## src/rtl/set_assoc_cache.sv

```systemverilog
// set_assoc_cache: N-way set-associative, write-back, write-allocate cache
// between the core load/store path and a line-wide memory.
//
// Optional build macro: CACHE_PERF_COUNTERS_EN adds the hit_count,
// miss_count and wb_count outputs (32-bit, wrapping).
//
// Ports:
//   clk, reset (asynchronous, active-high)
//   req_valid/req_ready/req_write/req_byte/req_addr/req_wdata : core request
//   resp_valid/resp_rdata/resp_hit : one-cycle response pulse
//   mem_req_valid/mem_req_write/mem_addr/mem_wdata : line request to memory
//   mem_rdata/mem_ack : refill line and one-cycle completion from memory
module set_assoc_cache #(
  parameter int ADDRESS_WIDTH  = 32,
  parameter int WORD_WIDTH     = 32,
  parameter int WORDS_PER_LINE = 4,
  parameter int NUM_SETS       = 4,
  parameter int NUM_WAYS       = 4
) (
  input  logic                                clk,
  input  logic                                reset,
  input  logic                                req_valid,
  output logic                                req_ready,
  input  logic                                req_write,
  input  logic                                req_byte,
  input  logic [ADDRESS_WIDTH-1:0]            req_addr,
  input  logic [WORD_WIDTH-1:0]               req_wdata,
  output logic                                resp_valid,
  output logic [WORD_WIDTH-1:0]               resp_rdata,
  output logic                                resp_hit,
  output logic                                mem_req_valid,
  output logic                                mem_req_write,
  output logic [ADDRESS_WIDTH-1:0]            mem_addr,
  output logic [WORD_WIDTH*WORDS_PER_LINE-1:0] mem_wdata,
  input  logic [WORD_WIDTH*WORDS_PER_LINE-1:0] mem_rdata,
  input  logic                                mem_ack
`ifdef CACHE_PERF_COUNTERS_EN
  ,
  output logic [31:0]                         hit_count,
  output logic [31:0]                         miss_count,
  output logic [31:0]                         wb_count
`endif
);

  localparam int LINE_BITS      = WORD_WIDTH * WORDS_PER_LINE;
  localparam int BYTES_PER_WORD = WORD_WIDTH / 8;
  localparam int OFFSET_W       = $clog2(WORDS_PER_LINE * BYTES_PER_WORD);
  localparam int BYTE_W         = $clog2(BYTES_PER_WORD);
  localparam int WIDX_W         = $clog2(WORDS_PER_LINE);
  localparam int INDEX_W        = $clog2(NUM_SETS);
  localparam int SET_W          = (INDEX_W > 0) ? INDEX_W : 1;
  localparam int TAG_W          = ADDRESS_WIDTH - INDEX_W - OFFSET_W;
  localparam int WAY_W          = $clog2(NUM_WAYS);

  typedef enum logic [2:0] {IDLE, LOOKUP, WRITEBACK, REFILL, RESPOND} state_t;

  state_t                   state_q;
  logic                     req_write_q, req_byte_q, missed_q;
  logic [ADDRESS_WIDTH-1:0] req_addr_q;
  logic [WORD_WIDTH-1:0]    req_wdata_q;
  logic [WAY_W-1:0]         victim_q;
  logic [NUM_WAYS-1:0]      valid_q [NUM_SETS];
  logic [NUM_WAYS-1:0]      dirty_q [NUM_SETS];
  logic [WAY_W-1:0]         age_q   [NUM_SETS][NUM_WAYS];
  logic [TAG_W-1:0]         tag_q   [NUM_SETS][NUM_WAYS];
  logic [LINE_BITS-1:0]     data_q  [NUM_SETS][NUM_WAYS];

  logic                     req_ready_q, resp_valid_q, resp_hit_q;
  logic [WORD_WIDTH-1:0]    resp_rdata_q;
  logic                     mem_req_valid_q, mem_req_write_q;
  logic [ADDRESS_WIDTH-1:0] mem_addr_q;
  logic [LINE_BITS-1:0]     mem_wdata_q;
`ifdef CACHE_PERF_COUNTERS_EN
  logic [31:0]              hit_count_q, miss_count_q, wb_count_q;
`endif

  // Lookup datapath, all derived from the latched request.
  logic [TAG_W-1:0]         req_tag_d;
  logic [SET_W-1:0]         set_d;
  logic [31:0]              word_base_d;
  logic [ADDRESS_WIDTH-1:0] lane_shift_d;
  logic [NUM_WAYS-1:0]      match_d;
  logic                     hit_d;
  logic [WAY_W-1:0]         hit_way_d, hit_age_d, victim_d, victim_inv_d, victim_lru_d;
  logic [WAY_W-1:0]         new_age_d [NUM_WAYS];
  logic [WORD_WIDTH-1:0]    cur_word_d, load_d, byte_mask_d, store_word_d;
  logic [7:0]               byte_d;

  // Memory-side line address built from a tag and set index.
  function automatic logic [ADDRESS_WIDTH-1:0] line_addr(input logic [TAG_W-1:0] tag,
                                                         input logic [SET_W-1:0] set);
    line_addr = (ADDRESS_WIDTH'(tag) << (INDEX_W + OFFSET_W)) |
                (ADDRESS_WIDTH'(set) << OFFSET_W);
  endfunction

  // Tag compare, victim choice, LRU ages and load/store word formatting.
  always_comb begin
    req_tag_d    = req_addr_q[ADDRESS_WIDTH-1 -: TAG_W];
    set_d        = SET_W'((req_addr_q >> OFFSET_W) & ADDRESS_WIDTH'(NUM_SETS - 1));
    word_base_d  = 32'(WIDX_W'(req_addr_q >> BYTE_W)) * 32'(WORD_WIDTH);
    lane_shift_d = (req_addr_q & ADDRESS_WIDTH'(BYTES_PER_WORD - 1)) << 3;
    hit_way_d    = '0;
    victim_inv_d = '0;
    victim_lru_d = '0;
    for (int w = 0; w < NUM_WAYS; w++) begin
      match_d[w] = valid_q[set_d][w] && (tag_q[set_d][w] == req_tag_d);
    end
    hit_d = |match_d;
    // Descending scan so the lowest-index candidate wins.
    for (int w = NUM_WAYS - 1; w >= 0; w--) begin
      hit_way_d    = match_d[w] ? WAY_W'(w) : hit_way_d;
      victim_inv_d = valid_q[set_d][w] ? victim_inv_d : WAY_W'(w);
      victim_lru_d = (age_q[set_d][w] == '0) ? WAY_W'(w) : victim_lru_d;
    end
    victim_d  = (&valid_q[set_d]) ? victim_lru_d : victim_inv_d;
    hit_age_d = age_q[set_d][hit_way_d];
    for (int w = 0; w < NUM_WAYS; w++) begin
      if (WAY_W'(w) == hit_way_d) begin
        new_age_d[w] = WAY_W'(NUM_WAYS - 1);
      end else if (age_q[set_d][w] > hit_age_d) begin
        new_age_d[w] = age_q[set_d][w] - WAY_W'(1);
      end else begin
        new_age_d[w] = age_q[set_d][w];
      end
    end
    cur_word_d   = data_q[set_d][hit_way_d][word_base_d +: WORD_WIDTH];
    byte_d       = 8'(cur_word_d >> lane_shift_d);
    load_d       = req_byte_q ? WORD_WIDTH'(byte_d) : cur_word_d;
    byte_mask_d  = WORD_WIDTH'(8'hFF) << lane_shift_d;
    store_word_d = req_byte_q ? ((cur_word_d & ~byte_mask_d) |
                                 (WORD_WIDTH'(req_wdata_q[7:0]) << lane_shift_d))
                              : req_wdata_q;
  end

  // Control FSM with registered outputs, line metadata and counters.
  always_ff @(posedge clk or posedge reset) begin
    if (reset) begin
      state_q         <= IDLE;
      req_write_q     <= 1'b0;
      req_byte_q      <= 1'b0;
      req_addr_q      <= '0;
      req_wdata_q     <= '0;
      missed_q        <= 1'b0;
      victim_q        <= '0;
      req_ready_q     <= 1'b1;
      resp_valid_q    <= 1'b0;
      resp_hit_q      <= 1'b0;
      resp_rdata_q    <= '0;
      mem_req_valid_q <= 1'b0;
      mem_req_write_q <= 1'b0;
      mem_addr_q      <= '0;
      mem_wdata_q     <= '0;
      for (int s = 0; s < NUM_SETS; s++) begin
        valid_q[s] <= '0;
        dirty_q[s] <= '0;
        for (int w = 0; w < NUM_WAYS; w++) begin
          age_q[s][w] <= WAY_W'(w);
        end
      end
`ifdef CACHE_PERF_COUNTERS_EN
      hit_count_q  <= 32'd0;
      miss_count_q <= 32'd0;
      wb_count_q   <= 32'd0;
`endif
    end else begin
      resp_valid_q <= 1'b0;
      case (state_q)
        IDLE: begin
          if (req_valid && req_ready_q) begin
            req_write_q <= req_write;
            req_byte_q  <= req_byte;
            req_addr_q  <= req_addr;
            req_wdata_q <= req_wdata;
            missed_q    <= 1'b0;
            req_ready_q <= 1'b0;
            state_q     <= LOOKUP;
          end
        end
        LOOKUP: begin
          if (hit_d) begin
            for (int w = 0; w < NUM_WAYS; w++) begin
              age_q[set_d][w] <= new_age_d[w];
            end
            if (req_write_q) begin
              dirty_q[set_d][hit_way_d] <= 1'b1;
            end
            resp_rdata_q <= load_d;
            state_q      <= RESPOND;
          end else begin
            missed_q <= 1'b1;
            victim_q <= victim_d;
            state_q  <= (valid_q[set_d][victim_d] && dirty_q[set_d][victim_d]) ? WRITEBACK : REFILL;
          end
        end
        // Request rises one cycle after entry and then holds until acked.
        WRITEBACK: begin
          if (mem_req_valid_q && mem_ack) begin
            dirty_q[set_d][victim_q] <= 1'b0;
            mem_req_valid_q          <= 1'b0;
            state_q                  <= REFILL;
`ifdef CACHE_PERF_COUNTERS_EN
            wb_count_q <= wb_count_q + 32'd1;
`endif
          end else if (!mem_req_valid_q) begin
            mem_req_valid_q <= 1'b1;
            mem_req_write_q <= 1'b1;
            mem_addr_q      <= line_addr(tag_q[set_d][victim_q], set_d);
            mem_wdata_q     <= data_q[set_d][victim_q];
          end
        end
        REFILL: begin
          if (mem_req_valid_q && mem_ack) begin
            valid_q[set_d][victim_q] <= 1'b1;
            dirty_q[set_d][victim_q] <= 1'b0;
            mem_req_valid_q          <= 1'b0;
            state_q                  <= LOOKUP;
          end else if (!mem_req_valid_q) begin
            mem_req_valid_q <= 1'b1;
            mem_req_write_q <= 1'b0;
            mem_addr_q      <= line_addr(req_tag_d, set_d);
          end
        end
        RESPOND: begin
          resp_valid_q <= 1'b1;
          resp_hit_q   <= ~missed_q;
          req_ready_q  <= 1'b1;
          state_q      <= IDLE;
`ifdef CACHE_PERF_COUNTERS_EN
          if (missed_q) begin
            miss_count_q <= miss_count_q + 32'd1;
          end else begin
            hit_count_q <= hit_count_q + 32'd1;
          end
`endif
        end
        default: begin
          req_ready_q <= 1'b1;
          state_q     <= IDLE;
        end
      endcase
    end
  end

  // Line data and tags: store hits and refills; validity is tracked separately.
  always_ff @(posedge clk) begin
    if (state_q == LOOKUP && hit_d && req_write_q) begin
      data_q[set_d][hit_way_d][word_base_d +: WORD_WIDTH] <= store_word_d;
    end else if (state_q == REFILL && mem_req_valid_q && mem_ack) begin
      data_q[set_d][victim_q] <= mem_rdata;
      tag_q[set_d][victim_q]  <= req_tag_d;
    end
  end

  assign req_ready     = req_ready_q;
  assign resp_valid    = resp_valid_q;
  assign resp_rdata    = resp_rdata_q;
  assign resp_hit      = resp_hit_q;
  assign mem_req_valid = mem_req_valid_q;
  assign mem_req_write = mem_req_write_q;
  assign mem_addr      = mem_addr_q;
  assign mem_wdata     = mem_wdata_q;
`ifdef CACHE_PERF_COUNTERS_EN
  assign hit_count     = hit_count_q;
  assign miss_count    = miss_count_q;
  assign wb_count      = wb_count_q;
`endif

endmodule
```

## config.mk

```make
export PLATFORM = sky130hd
export DESIGN_NAME = set_assoc_cache
export DESIGN_NICKNAME = d
export VERILOG_FILES = /design/src/rtl/set_assoc_cache.sv
export SDC_FILE = /design/constraint.sdc
export NUM_CORES = 2
export LEC_CHECK = 0
export CELL_PAD_IN_SITES_DETAIL_PLACEMENT = 1
export CELL_PAD_IN_SITES_GLOBAL_PLACEMENT = 2
export CORE_MARGIN = 2
export CORE_UTILIZATION = 30
export DETAILED_ROUTE_END_ITERATION = 12
export PLACE_DENSITY = 0.56
export REMOVE_ABC_BUFFERS = 1
export SYNTH_ARGS = -nofsm -noshare
export SYNTH_HDL_FRONTEND = slang
export SYNTH_SLANG_ARGS = --single-unit
```

## constraint.sdc

```tcl
create_clock -name clk -period 30 [get_ports clk]
set_clock_uncertainty 0.15 [all_clocks]
set_input_delay 6 -clock clk [delete_from_list [all_inputs] [get_ports clk]]
set_output_delay 6 -clock clk [all_outputs]
set_load 0.03 [all_outputs]
```

==> reports/results.txt <==
Status: finished, violations left
Failing checks: max-capacitance violations, max-slew violations
Core ar.: 0.4067 sq mm
Tot GR Track Use: 0.2642
Starting DRC count in detailed routing: 9,627
WHS: 0.3146 ns
First-pass iteration count of the detailed router: 8
Clock transition at path regs: 0.06 ns
FF-to-FF Start: req_addr_q[5]$_DFFE_PP0P_
Area contributors post-synth: edfxtp_1, mux4_2, dfrtp_1
Total of warnings raised by yosys: 0
CTS tree: done
Total routed wirelength: 557,400 um
Dpl hpwl: 377,700 um
Slowest-stage cell, CP: buf_4
Levels on crit path: 10
Hold path cells: 1
CP Buf/Inv Count: 5
Die Width: 643.4 um
Crit start category: input port
Die height: 643.4 um
Pins Over Slew Limit: 5
Most used cell, CP: buf_4
Total number of vias: 77.78k
Synth Instances: 7,162
Starting Density: 0.3016
Crit Path Max Fanout: 41
Worst R2R Path Depth: 18
Worst slew pin tran: 1.580 ns
Routed length per placed instance: 41.53 um
Synth cell count leaders: edfxtp_1, mux4_2, nand2_1
Worst path max stage delay: 0.73 ns
Worst slew margin: -0.05470
Proportion of layout cells with a drive suffix above 1: 0.2773
I/O pin cnt: 395
Max VDD drop: 0.06778 mV
Dpl ws: 18.69 ns
Clock root cell: clkbuf_16
I/O Buffers: 390
Nets: 7,899
Hold-critical path endpoint: valid_q[5]$_DFFE_PP0P_
Number of fill cells: 40.52k
Inst Count DP: 12.78k
Hold Crit Class: reg2reg
Final Hold Vio Count: 0
Synth Cell Area: 0.1227 sq mm
Setup WS post-layout: 19.64 ns
Final Instance Area: 0.1447 sq mm
Syn Area/Cell: 17.13 sq um
Fmax: 96.49 MHz
Most common cell in the synthesized netlist: edfxtp_1
Setup TNS: 0 ns
Post-synth EDFFs: 2,464
Number of max-cap violations: 1
Flop2flop setup slack: 19.72 ns
Final setup vio count: 0
Placed cell area: 0.1341 sq mm
RSZ-0062 raised after global routing: no
Reg2reg end: data_q[0][458]$_DFFE_PP_
Critical path class: in2reg
Final Util: 0.3558
LEAKAGE: 46.64 nW
Yosys reg bits: 2,793
Clk buf depth: 4
Seq/Total Area, Yosys: 0.6705
WP data arrival: 10.82 ns
Via-to-Cell Ratio: 5.795
Yosys cell types: 122
Total power: 16.31 mW
Synth top area share: 0.6032
Largest net degree at the start of global routing: 82
Library cell with the largest summed area after synthesis: edfxtp_1
CTS sink cnt: 2,793
Synth Flop Type: edfxtp_1
First-pass GRT wire length: 738,500 um
Layout area overhead: 17.96%
CTS Buf Count: 328
Hold buffers post-CTS: 0
Min-delay src: valid_q[5]$_DFFE_PP0P_
Minimum clock period: 10.36 ns
Initial antenna violation count: 57
# resized after CTS: 0
Die area: 0.4140 sq mm
FP Rows: 234
Final ANT Viol Nets: 0
Post-CTS setup buffers: 0
Fin crit share: 0.3454
WP data required: 30.46 ns
Async set or reset register ratio after synthesis: 0.1178
Drt drc: 0
RD Place Congestion: 0.9220
Crit-path cells: clkdlybuf4s50_1 > and2_1 > nand2_1 > nor2_4 > buf_4 > buf_4 > buf_4 > a21oi_1 > nor2_4 > buf_4
Gr ovfl total: 0
Clock latency on the worst-skew pair: 1.00 ns
Pwr Density: 112.7 mW/mm^2
CTS H-tree lvls: 5
Delay-heaviest family, CP: buffers and inverters
Finished Layout Cells: 13.42k
Setup crit end kind: flop
Number of global-route vias before repair: 79.04k
[metal layers]
layer  track usage  wire length (um)  vias up
li1              -                 -    30322
met1        0.3264            209400    42407
met2        0.4323            267600     4025
met3       0.04872             42830     1017
met4        0.1569             37600       10
met5             0                74        -
[worst reg2reg max path, cell delays in order, from the launching register on]
cell and delay (ns):
dfrtp_4 0.72, buf_4 0.72, buf_4 0.80, buf_4 0.80
mux4_2 0.45, xnor2_1 0.46, nand2_1 0.11, or4_4 0.56
and3b_1 0.26, buf_4 0.33, a222oi_1 0.25, nor2_4 0.44
buf_4 0.51, o22ai_1 0.37, o32ai_1 1.04, nor3_1 0.17
o2bb2ai_2 1.15, buf_4 0.50, a22o_1 0.31
[layout by cell type, fill, tap and decap left out, types with 29 or more instances in the layout]
master           instances
a2111oi_0               30
a21oi_1                124
a22o_1                 163
buf_4                  312
clkbuf_1                84
clkbuf_16              340
clkdlybuf4s50_1        390
clkinv_1                48
clkinv_2                69
dfrtp_1                305
diode_2                 32
edfxtp_1              2464
inv_1                   37
mux2_2                 369
mux2i_1                109
mux4_2                 733
nand2_1                466
nand3_1                 53
nand4_1                 34
nor2_1                 202
nor2_4                  88
nor3_1                 122
nor3_2                  29
o211ai_1                41
o21ai_0                366
o21ai_1                 29
o22ai_1                 68
o31ai_1                 68
or3_1                   32
xnor2_1                 83
[registers in the layout (all words and copies together) (netlist names), 2 cells and up]
name,count
age_q,32
data_q,2048
dirty_q,16
mem_addr,28
mem_wdata,128
req_addr_q,32
req_wdata_q,32
resp_rdata,32
state_q,3
tag_q,416
valid_q,16
victim_q,2
[cell type report]
type | count | area [sq um] | share of cell area
sequential | 2793 | 82270 | 0.5686
tap | 5428 | 6792 | 0.04694
clock inverter | 169 | 1489 | 0.01029
timing repair buffer | 708 | 6366 | 0.04400
antenna | 32 | 80.08 | 0.0005534
clock buffer | 439 | 9030 | 0.06241
inverter | 45 | 182.7 | 0.001262
multi-input combinational | 3808 | 38490 | 0.2660
[worst max path at each step]
stage                                    from                        to  slack [ns]
detailed placement                    mem_ack  data_q[3][420]$_DFFE_PP_       18.69
finish                                mem_ack  data_q[1][420]$_DFFE_PP_       19.64
global route                          mem_ack  data_q[2][422]$_DFFE_PP_       19.58
CTS                                   mem_ack  data_q[3][420]$_DFFE_PP_       19.70
floorplan           req_addr_q[4]$_DFFE_PP0P_  data_q[0][128]$_DFFE_PP_       -7.06
global placement                      mem_ack  data_q[1][437]$_DFFE_PP_       18.68
[cell families (layout without fill, tap and decap cells)]
| kind of cell | count (synthesis) | in the layout | share of synthesized area |
|---|---|---|---|
| AO/OA/AOI/OAI | 1257 | 1257 | 0.07230 |
| XOR/XNOR | 87 | 87 | 0.006212 |
| adder cells (fa/ha/maj) | 17 | 17 | 0.001734 |
| buffers and inverters | 564 | 1361 | 0.02338 |
| flip-flops | 2793 | 2793 | 0.6705 |
| multiplexers | 1221 | 1221 | 0.1786 |
| other | 1 | 36 | 0.00003057 |
| AND/OR/NAND/NOR | 1222 | 1222 | 0.04721 |
[where the power goes]
part	internal, mW	switching (mW)	total, mW
Combinational	2.18	4.75	6.93
Clock	2.28	1.69	3.97
Sequential	5.07	0.338	5.40
Total	9.52	6.78	16.3
Power figures use the tool's default switching activity.
